<file path="src/rtl/alu_op_sequencer.sv">
// alu_op_sequencer: walks one register-level command through its T-states and
// drives the matching data_path strobes, register enables and ALU op code.
module alu_op_sequencer #(
    parameter int NREGS  = 16,
    parameter int REG_W  = 4,
    parameter int OP_W   = 5,
    parameter int DATA_W = 32
) (
    input  logic              Clock,
    input  logic              clear,
    input  logic              req_valid,
    output logic              req_ready,
    input  logic [1:0]        req_cmd,
    input  logic [OP_W-1:0]   req_op,
    input  logic [REG_W-1:0]  req_ra,
    input  logic [REG_W-1:0]  req_rb,
    input  logic [REG_W-1:0]  req_rc,
    input  logic [DATA_W-1:0] req_imm,
    output logic [NREGS-1:0]  Rout,
    output logic [NREGS-1:0]  Rin,
    output logic              Read,
    output logic              MDRin,
    output logic              MDRout,
    output logic [DATA_W-1:0] Mdatain,
    output logic              Yin,
    output logic              Zlowin,
    output logic              ZHighin,
    output logic              Zlowout,
    output logic              ZHighout,
    output logic              LOin,
    output logic              HIin,
    output logic [OP_W-1:0]   op,
    output logic              busy,
    output logic              done
);

    localparam logic [1:0] CMD_BINARY = 2'd0;
    localparam logic [1:0] CMD_UNARY  = 2'd1;
    localparam logic [1:0] CMD_LDIMM  = 2'd2;
    localparam logic [1:0] CMD_MULDIV = 2'd3;

    typedef enum logic [2:0] {
        S_IDLE   = 3'd0,
        S_LD_MDR = 3'd1,
        S_MDR_WB = 3'd2,
        S_Y_LOAD = 3'd3,
        S_EXEC   = 3'd4,
        S_ZLO_WB = 3'd5,
        S_ZHI_WB = 3'd6
    } state_t;

    state_t state, state_n;

    // Command fields captured at acceptance and held for the whole command.
    logic [1:0]        cmd_p0;
    logic [OP_W-1:0]   op_p0;
    logic [REG_W-1:0]  ra_p0;
    logic [REG_W-1:0]  rb_p0;
    logic [REG_W-1:0]  rc_p0;
    logic [DATA_W-1:0] imm_p0;

    logic accept;

    function automatic logic [NREGS-1:0] onehot(input logic [REG_W-1:0] idx);
        onehot = {{(NREGS-1){1'b0}}, 1'b1} << idx;
    endfunction

    assign req_ready = (state == S_IDLE);
    assign busy      = ~req_ready;
    assign accept    = req_valid && req_ready;
    assign Mdatain   = imm_p0;

    // State register; clear aborts any command in flight.
    always_ff @(posedge Clock or posedge clear) begin
        if (clear) state <= S_IDLE;
        else       state <= state_n;
    end

    // Latch the request fields on acceptance only; ignored while busy.
    always_ff @(posedge Clock or posedge clear) begin
        if (clear) begin
            cmd_p0 <= '0;
            op_p0  <= '0;
            ra_p0  <= '0;
            rb_p0  <= '0;
            rc_p0  <= '0;
            imm_p0 <= '0;
        end else if (accept) begin
            cmd_p0 <= req_cmd;
            op_p0  <= req_op;
            ra_p0  <= req_ra;
            rb_p0  <= req_rb;
            rc_p0  <= req_rc;
            imm_p0 <= req_imm;
        end
    end

    // Next-state: the entry state depends on the incoming command, later
    // steps on the latched one.
    always_comb begin
        state_n = state;
        case (state)
            S_IDLE: begin
                if (req_valid) begin
                    case (req_cmd)
                        CMD_UNARY: state_n = S_EXEC;
                        CMD_LDIMM: state_n = S_LD_MDR;
                        default:   state_n = S_Y_LOAD;
                    endcase
                end
            end
            S_LD_MDR: state_n = S_MDR_WB;
            S_MDR_WB: state_n = S_IDLE;
            S_Y_LOAD: state_n = S_EXEC;
            S_EXEC:   state_n = S_ZLO_WB;
            S_ZLO_WB: state_n = (cmd_p0 == CMD_MULDIV) ? S_ZHI_WB : S_IDLE;
            S_ZHI_WB: state_n = S_IDLE;
            default:  state_n = S_IDLE;
        endcase
    end

    // Moore strobe decode from the state and latched fields.
    always_comb begin
        Rout     = '0;
        Rin      = '0;
        Read     = 1'b0;
        MDRin    = 1'b0;
        MDRout   = 1'b0;
        Yin      = 1'b0;
        Zlowin   = 1'b0;
        ZHighin  = 1'b0;
        Zlowout  = 1'b0;
        ZHighout = 1'b0;
        LOin     = 1'b0;
        HIin     = 1'b0;
        op       = '0;
        done     = 1'b0;
        case (state)
            S_LD_MDR: begin
                Read  = 1'b1;
                MDRin = 1'b1;
            end
            S_MDR_WB: begin
                MDRout = 1'b1;
                Rin    = onehot(ra_p0);
                done   = 1'b1;
            end
            S_Y_LOAD: begin
                Rout = onehot(rb_p0);
                Yin  = 1'b1;
            end
            S_EXEC: begin
                Rout    = (cmd_p0 == CMD_UNARY) ? onehot(rb_p0) : onehot(rc_p0);
                Zlowin  = 1'b1;
                ZHighin = (cmd_p0 == CMD_MULDIV);
                op      = op_p0;
            end
            S_ZLO_WB: begin
                Zlowout = 1'b1;
                if (cmd_p0 == CMD_MULDIV) begin
                    LOin = 1'b1;
                end else begin
                    Rin  = onehot(ra_p0);
                    done = 1'b1;
                end
            end
            S_ZHI_WB: begin
                ZHighout = 1'b1;
                HIin     = 1'b1;
                done     = 1'b1;
            end
            default: ;
        endcase
    end

endmodule

</file>
<file path="config.mk">
export PLATFORM = sky130hd
export DESIGN_NAME = alu_op_sequencer
export DESIGN_NICKNAME = d
export VERILOG_FILES = /design/src/rtl/alu_op_sequencer.sv
export SDC_FILE = /design/constraint.sdc
export NUM_CORES = 1
export LEC_CHECK = 0
export ABC_AREA = 1
export CAP_MARGIN = 20
export CORE_MARGIN = 10
export CORE_UTILIZATION = 45
export DETAILED_ROUTE_END_ITERATION = 10
export MAX_ROUTING_LAYER = met4
export PLACE_DENSITY = 0.86
export RECOVER_POWER = 50
export SETUP_SLACK_MARGIN = 0.4
export SLEW_MARGIN = 20
export SYNTH_ARGS = -nofsm -noshare
export SYNTH_HDL_FRONTEND = slang
export SYNTH_SLANG_ARGS = --single-unit
</file>
<file path="constraint.sdc">
create_clock -name Clock -period 2.8 [get_ports Clock]
set_input_delay 0.7 -clock Clock [delete_from_list [all_inputs] [get_ports Clock]]
set_output_delay 0.7 -clock Clock [all_outputs]
set_load 0.01 [all_outputs]
</file>
==> results.toml <==
[logic_synthesis]
synthCells = 440
ys_seq_elements = 54
postSynthAreaPerCell_sq_um = 6.833
ys_seq_area_frac = 0.4494
synth_edf_count = 0
synth_cell_type_count = 20
syn-num-nets = 496
syn-cell-area_sq_mm = 0.003007
synth-async-reset-ratio = 1.000
ys.flop_type = "dfrtp_1"
synth_warnings = 0

[clock_tree]
clk_pin_slew_ns = 0.10
numCtsBuffers = 5
clock_latency_ns = 0.30
cts_tree = "done"
ctsLongestPathBuffers = 2
cts_hold_buf = 0
cts_root_buf = "clkbuf_8"
h-tree-depth = 2
cts.sinks = 54

[timing]
min_period_ns = 2.564
holdWs_ns = 0.4741
slew_viol_final = 0
finalHoldViolCount = 0
tightest_slew_ns = 1.036
final.period_utilization = 0.9155
layout_setup_ws_ns = 0.2365
setup-violations-final = 0
relSlewSlack = 0.3093
rsz0062_at_grt = "true"
fin_skew_ns = 0.005795
tns_ns = 0
max_freq_mhz = 390.1

[final_layout]
diodes = 0
finalNetCount = 655
fin_cells = 677
fillers = 485
drive_gt1_frac = 0.1850
area_delta_synth_final_pct = 59.43

[floorplan]
io_pins = 136
dieArea_sq_mm = 0.01035
die_w_microns = 101.7
coreArea_sq_mm = 0.006422
std_cell_rows = 29
initial_core_util = 0.4681
die_h_microns = 101.7

[power]
powerDensity_mw_per_mm2 = 982.8
peakVddDrop_mv = 0.5935
finalPower_uw = 4711
leakage_uw = 0.002589

[placement]
post-place-cells = 637
place_ws_ns = 0.1353
hpwlAfterDp_microns = 7475
port_buffers = 135
gp_congestion = 0.8828

[hold_path]
hold_path_class = "reg2reg"
hp-start = "Mdatain[21]$_DFFE_PP0P_"

[worst_setup_path]
critical_path_class = "reg2out"
crit_path_max_fanout = 5
start_kind = "flip-flop"
r2r_start = "state[0]$_DFFE_PP0P_"
end_kind = "primary output"
crit_start = "state[0]$_DFFE_PP0P_"
arrival_ns = 1.86
cp.required_ns = 2.10

[global_route]
track_usage = 0.2095
grt_max_degree = 53
grt_pass1_wl_microns = 16990
grt.overflow.total = 0
antenna_found_initial = 0
grt_pass1_vias = 3424

[outcome]
status = "finished, final reports clean"

[route]
viasPerCell = 5.251
detail_route.iter0.violations = 219
drtPass1Iterations = 5
antenna_left = 0
via_count = 3555
routed_wl_microns = 11180
wl_per_cell_microns = 16.52
drc = 0

[job]
cap_violations = 0
==> per-layer routing <==
layer  global-route usage  part of all wire  vias up
li1                     -                 -     1694
met1               0.2286              0.38     1621
met2               0.3464              0.48      207
met3              0.08850              0.11       33
met4              0.05061             0.022        0
met5                    -                 0        -
==> stage by stage <==
| stage | area (sq um) | utilization |
|---|---|---|
| floorplan | 3007 | - |
| CTS | 4733 | 0.7370 |
| finish | 4793 | 0.7463 |
| global placement | 4393 | 0.6840 |
| detailed placement | 4393 | 0.6840 |
| global route | 4793 | 0.7463 |
==> area by class of cell <==
| cell class | instances | area [sq um] | area share |
|---|---|---|---|
| clock buffer | 5 | 68.82 | 0.01436 |
| clock inverter | 3 | 40.04 | 0.008353 |
| inverter | 32 | 126.4 | 0.02636 |
| multi-input combinational | 334 | 1563 | 0.3260 |
| sequential | 54 | 1355 | 0.2827 |
| tap | 77 | 96.34 | 0.02010 |
| timing repair buffer | 172 | 1544 | 0.3221 |
==> worst max-delay path: stages, from the launching register on <==
cell	delay, ns
dfrtp_1	0.47
buf_4	0.16
nand3_4	0.10
o21ai_4	0.16
buf_4	0.14
buf_4	0.10
nand2_2	0.07
nor2_1	0.09
dlygate4sd2_1	0.27
==> cells in the mapped netlist, types with 2 or more instances <==
cell / count / area [sq um]
nand2_2: 2 / 12.51
nor2_4: 2 / 22.52
ha_1: 2 / 25.02
nand2_1: 167 / 626.9
nor2_1: 64 / 240.2
clkbuf_1: 7 / 26.28
nand3_1: 83 / 415.4
o21ai_0: 4 / 20.02
buf_4: 8 / 60.06
inv_2: 3 / 11.26
nand4_1: 2 / 12.51
dfrtp_1: 54 / 1351
inv_1: 29 / 108.9
buf_2: 7 / 35.03
==> flip-flops by register name (all words and copies together) (netlist names) <==
signal	flops
Mdatain	32
ra_p0	4
rb_p0	4
state	3
op_p0	5
cmd_p0	2
rc_p0	4
==> path summary, 6_finish.rpt <==
path	endpoint	cells past startpoint	slack [ns]
setup / recovery	Rin[7]	8	0.24
max in group asynchronous	rb_p0[3]$_DFFE_PP0P_	3	0.46
hold / removal	Mdatain[21]$_DFFE_PP0P_	2	0.47
min in group asynchronous	Mdatain[17]$_DFFE_PP0P_	2	1.04
setup reg to reg	cmd_p0[1]$_DFFE_PP0P_	8	0.34
hold reg to reg	Mdatain[21]$_DFFE_PP0P_	2	0.47
==> where the power goes <==
group	total, uW	internal (uW)	switching, uW
Clock	514	264	250
Combinational	2700	1180	1520
Sequential	1500	1150	345
==> layout by cell type (no fill, tap or decap), types with 2 or more instances in the layout <==
| cell type | count |
|---|---|
| nand2_1 | 154 |
| nand3_1 | 78 |
| clkdlybuf4s50_1 | 76 |
| nor2_1 | 62 |
| dfrtp_1 | 51 |
| inv_1 | 26 |
| buf_4 | 23 |
| clkbuf_2 | 19 |
| buf_6 | 13 |
| dlygate4sd3_1 | 12 |
| nand2_2 | 11 |
| dlygate4sd2_1 | 9 |
| buf_2 | 8 |
| nor2_4 | 6 |
| dlymetal6s2s_1 | 6 |
| clkbuf_8 | 5 |
| inv_2 | 4 |
| nand2_4 | 4 |
| o21ai_0 | 4 |
| clkdlybuf4s15_1 | 4 |
| nand3_2 | 3 |
| dfrtp_2 | 3 |
| nand3_4 | 2 |
| o21ai_4 | 2 |
| nand4_1 | 2 |
| ha_1 | 2 |
| clkinv_2 | 2 |
==> kinds of logic after synthesis <==
family / Yosys count / share of synthesized area
and+or+nand+nor: 322 / 0.4465
buffers and inverters: 54 / 0.08032
DFF: 54 / 0.4494
adders and majority gates: 2 / 0.008322
AOI/OAI and AO/OA: 8 / 0.01540
==> timing repair <==
item                       in CTS  in global routing
setup buffers                  23                  7
gates resized for setup        89                 81
pin swaps                       7                 16
setup endpoints to repair      43                 58
cloned                          2                  0
Note: power is estimated with default switching activity, not from simulation.
